$ cat src/rtl/ram_port_arbiter.sv
// Round-robin arbiter sharing one single-port RAM (combinational read) between
// NUM_REQ requesters; read data is registered and returned to the issuing requester.
module ram_port_arbiter #(
  parameter int NUM_REQ    = 4,
  parameter int DATA_WIDTH = 32,
  parameter int ADDR_WIDTH = 10
) (
  input  logic                          clk,
  input  logic                          rst,
  input  logic [NUM_REQ-1:0]            req_valid,
  input  logic [NUM_REQ-1:0]            req_we,
  input  logic [NUM_REQ*ADDR_WIDTH-1:0] req_addr,
  input  logic [NUM_REQ*DATA_WIDTH-1:0] req_wdata,
  output logic [NUM_REQ-1:0]            req_ready,
  output logic [NUM_REQ-1:0]            rsp_valid,
  output logic [DATA_WIDTH-1:0]         rsp_rdata,
  output logic                          ram_we,
  output logic [ADDR_WIDTH-1:0]         ram_addr,
  output logic [DATA_WIDTH-1:0]         ram_din,
  input  logic [DATA_WIDTH-1:0]         ram_dout
);
  localparam int PTR_W = (NUM_REQ > 1) ? $clog2(NUM_REQ) : 1;
  localparam int SW    = PTR_W + 1;

  logic [ADDR_WIDTH-1:0] addr_arr  [NUM_REQ];
  logic [DATA_WIDTH-1:0] wdata_arr [NUM_REQ];

  genvar gi;
  generate
    for (gi = 0; gi < NUM_REQ; gi++) begin : g_unpack
      assign addr_arr[gi]  = req_addr[gi*ADDR_WIDTH +: ADDR_WIDTH];
      assign wdata_arr[gi] = req_wdata[gi*DATA_WIDTH +: DATA_WIDTH];
    end
  endgenerate

  logic [PTR_W-1:0] ptr_reg, ptr_next;
  logic [PTR_W-1:0] win_idx;
  logic [SW-1:0]    cand;
  logic             grant_any;
  logic             read_accept;

  // Priority search starting at ptr_reg, wrapping modulo NUM_REQ (not a power of two in general).
  always_comb begin
    grant_any = 1'b0;
    win_idx   = '0;
    cand      = '0;
    for (int k = 0; k < NUM_REQ; k++) begin
      cand = {1'b0, ptr_reg} + SW'(k);
      if (cand >= SW'(NUM_REQ)) begin
        cand = cand - SW'(NUM_REQ);
      end
      if (!grant_any && req_valid[cand[PTR_W-1:0]]) begin
        grant_any = 1'b1;
        win_idx   = cand[PTR_W-1:0];
      end
    end
    // Nothing may be granted while reset is held, whatever the requesters present.
    if (rst) begin
      grant_any = 1'b0;
    end
  end

  always_comb begin
    req_ready   = '0;
    ram_we      = 1'b0;
    ram_addr    = '0;
    ram_din     = '0;
    ptr_next    = ptr_reg;
    read_accept = 1'b0;
    if (grant_any) begin
      req_ready   = NUM_REQ'(1) << win_idx;
      ram_we      = req_we[win_idx];
      ram_addr    = addr_arr[win_idx];
      ram_din     = wdata_arr[win_idx];
      read_accept = ~req_we[win_idx];
      ptr_next    = (win_idx == PTR_W'(NUM_REQ - 1)) ? '0 : win_idx + PTR_W'(1);
    end
  end

  always_ff @(posedge clk or posedge rst) begin
    if (rst) begin
      ptr_reg   <= '0;
      rsp_valid <= '0;
      rsp_rdata <= '0;
    end else begin
      ptr_reg <= ptr_next;
      if (read_accept) begin
        rsp_valid <= req_ready;
        rsp_rdata <= ram_dout;
      end else begin
        rsp_valid <= '0;
      end
    end
  end
endmodule
$ cat config.mk
export PLATFORM = sky130hd
export DESIGN_NAME = ram_port_arbiter
export DESIGN_NICKNAME = d
export VERILOG_FILES = /design/src/rtl/ram_port_arbiter.sv
export SDC_FILE = /design/constraint.sdc
export NUM_CORES = 1
export LEC_CHECK = 0
export ABC_AREA = 1
export CAP_MARGIN = 40
export CORE_ASPECT_RATIO = 0.9
export CORE_MARGIN = 2
export CORE_UTILIZATION = 30
export DETAILED_ROUTE_END_ITERATION = 10
export PLACE_DENSITY_LB_ADDON = 0.1
export SETUP_SLACK_MARGIN = 0.02
export SKIP_CTS_REPAIR_TIMING = 1
export SLEW_MARGIN = 20
export SYNTH_ARGS = -nofsm -noshare
export SYNTH_HDL_FRONTEND = slang
export SYNTH_SLANG_ARGS = --single-unit
export TNS_END_PERCENT = 30
$ cat constraint.sdc
create_clock -name clk -period 4.1 [get_ports clk]
set_input_delay 1.23 -clock clk [delete_from_list [all_inputs] [get_ports clk]]
set_output_delay 1.23 -clock clk [all_outputs]
set_load 0.02 [all_outputs]
==> results <==
[per-stage QoR]
stage	TNS (ns)	area (sq um)	hold slack [ns]	power (mW)	utilization
2_1_floorplan	0	3480	0.577	4.33	-
3_3_place_gp	-38.86	6740	0.452	6.74	0.592
3_5_place_dp	-41.18	6740	0.458	6.83	0.592
4_1_cts	-41.99	6880	0.471	7.22	0.604
5_1_grt	-7.91	7100	0.490	8.31	0.624
6_report	-1.07	7100	0.468	7.68	0.624
[metal layers]
metal  vias to the layer above  share of wire
met4                         0          0.035
li1                       2468              -
met5                         -              0
met2                       188           0.52
met3                        40          0.063
met1                      2298           0.38
[final timing paths]
kind	startpoint	end	slack (ns)	cells after the start
min	rsp_rdata[29]	rsp_rdata[29]	0.47	2
max	req_valid[2]	ram_din[22]	-0.08	15
max reg2reg	ptr_reg[0]	rsp_rdata[14]	0.91	16
min reg2reg	rsp_rdata[29]	rsp_rdata[29]	0.47	2
min in group asynchronous	rst	rsp_valid[1]	1.48	3
max in group asynchronous	rst	ptr_reg[0]	2.25	3
[power by group through the flow]
stage / clock network, mW / registers (mW) / logic (mW)
finish: 0.362 / 0.681 / 6.63
global route: 0.394 / 0.705 / 7.21
CTS: 0.373 / 0.666 / 6.18
detailed placement: 0 / 0.669 / 6.16
global placement: 0 / 0.663 / 6.08
floorplan: 0 / 0.848 / 3.48
[cell families (layout without fill, tap and decap cells)]
logic type | after synthesis | count (layout) | share of synthesized area
AO/OA/AOI/OAI | 132 | 132 | 0.220
flip-flops | 38 | 38 | 0.273
adder cells (fa/ha/maj) | 4 | 4 | 0.0144
buffers and inverters | 107 | 405 | 0.139
AND/OR/NAND/NOR | 287 | 289 | 0.353
[Yosys cell counts]
library cell,count,area (sq um)
a31oi_1,1,6.26
a21oi_1,44,220
dfrtp_1,38,951
nand4_1,33,206
nor2_1,90,338
nor2_4,1,11.3
inv_1,58,218
ha_1,4,50.1
buf_4,5,37.5
nand3_2,3,30.0
nand2_2,5,31.3
buf_6,5,56.3
o21ai_0,31,155
nand3_4,1,17.5
o21ai_1,14,70.1
nand3b_1,2,15.0
nand3_1,6,30.0
clkbuf_1,11,41.3
nand2_1,146,548
o211ai_1,42,315
buf_1,3,11.3
inv_2,4,15.0
buf_2,21,105
[critical path, delay by kind of cell]
kind	cells	cell delay, ns
and+or+nand+nor	9	0.90
buffers and inverters	4	0.57
AOI/OAI and AO/OA	2	0.22
[cell type report]
cell class | instances | share of cell area
clock buffers | 5 | 0.0176
multi-input cells | 425 | 0.314
flip-flops and latches | 38 | 0.134
well taps | 156 | 0.0275
inverters | 62 | 0.0343
clock inverters | 2 | 0.00141
repair buffers | 336 | 0.472
==> metrics <==
status=complete, but fails checks; failing checks=setup timing; Cell Rows=37; CP peak stage delay=approximately 0.19 ns; final wirelength=about 16000 microns; GR Util met3=0.0585; largest net degree at the start of global routing=between 50 and 60; share of the yosys chip area belonging to registers=0.273; clk_skew=about 0.0034 ns; CTS tree=done; total of max-cap violations=0; clk_lat worst skew=about 0.28 ns; max reg flops=32; f_max=0.239 GHz; Cells after DPL=between 1000 and 1500; Num CTS Buffers=5; DRC=0; width of the die=between 100 and 150 microns; DP Wirelength=12100 microns; Slew Limit Fails=0; worst min-delay path class=reg -> reg; Reg clk slew, reported paths=around 0.05 ns; final setup vio count=35; most frequent cells in the layout=clkdlybuf4s50_1, nand2_1, nor2_1; Startpoint Class=primary input; Setup CP Type=in -> out; Die Ht=106 microns; die area=~0.012 sq mm; pwr/cell area=about 1100 mW/mm^2; number of detailed-route iterations in the first pass=4; Crit. End Element=output pin; via count=4994; Ant. Diodes=0; routability cong.=0.916; post-route ant nets=0; ratio of cells with drive above 1 in the final layout=0.182; Area Overhead vs Synth=104%; CTS Buffer Depth=2; Final nets=approximately 1100; Root Driver=clkbuf_16; H-tree levels=2; # IOs=about 290; syn_nets=approximately 780; most used cell, CP=nand2_2; worst slack at placement=-0.951 ns; WL per Instance=16.0 microns; mean area per synthesized cell=~6.1 sq um; Total GRT Usage=0.239; Port Buffer Count=292; relative slew slack=0.664; initial antenna violation count=0; Crit Path Max Fanout=7; Post-Syn Area=0.00348 sq mm; final period utilization=1.02; sequential share of power=0.089; Comb power frac=0.864; DR vias/cell=a little under 5; most common cell after layout, fill and taps aside=clkdlybuf4s50_1; vias in the first global route=between 4000 and 5000; initial drt markers=400; worst slew pin tran=about 0.50 ns; Overflow after GRT=0; global-route wire length before repair=24200 microns; CP Data Required Time=between 2 and 3 ns; #FFs+latches synth=38; internal power=roughly 3.6 mW; sw power=roughly 4.0 mW; distinct cell type count after synthesis=23; busiest grt layer=met2; core box area=0.0114 sq mm; Initial Util=0.306; CP max-delay cell=clkbuf_16; Final Critical Period=4.18 ns; grt met2 use=0.442; gate count of the mapped netlist=around 570; # fillers=1033; final hold violation count=0; sequential cell area=around 950 sq um; CTS Sinks=38; leakage=3.30 nW; CP cell instances=buf_6, nand2_2, nand2_2, nand2_1, nand2_2, nor2_4, nand3_2, nand2_4, nand2_8, clkbuf_16, buf_8, nand2_2, o211ai_1, a21oi_1, buf_4; fin cells=roughly 1000; GR Layer Usage met1=0.273; VDD IR max=between 0.0005 and 0.0006 V; min setup slack post-route=-0.0765 ns; sw frac=0.525; clock share of power=0.047; multi-input logic area=about 0.0022 sq mm; YS warnings=0; crit path DAT=2.95 ns; RSZ-0062 raised after global routing=yes
No activity file was read; power rests on OpenSTA's default activity.
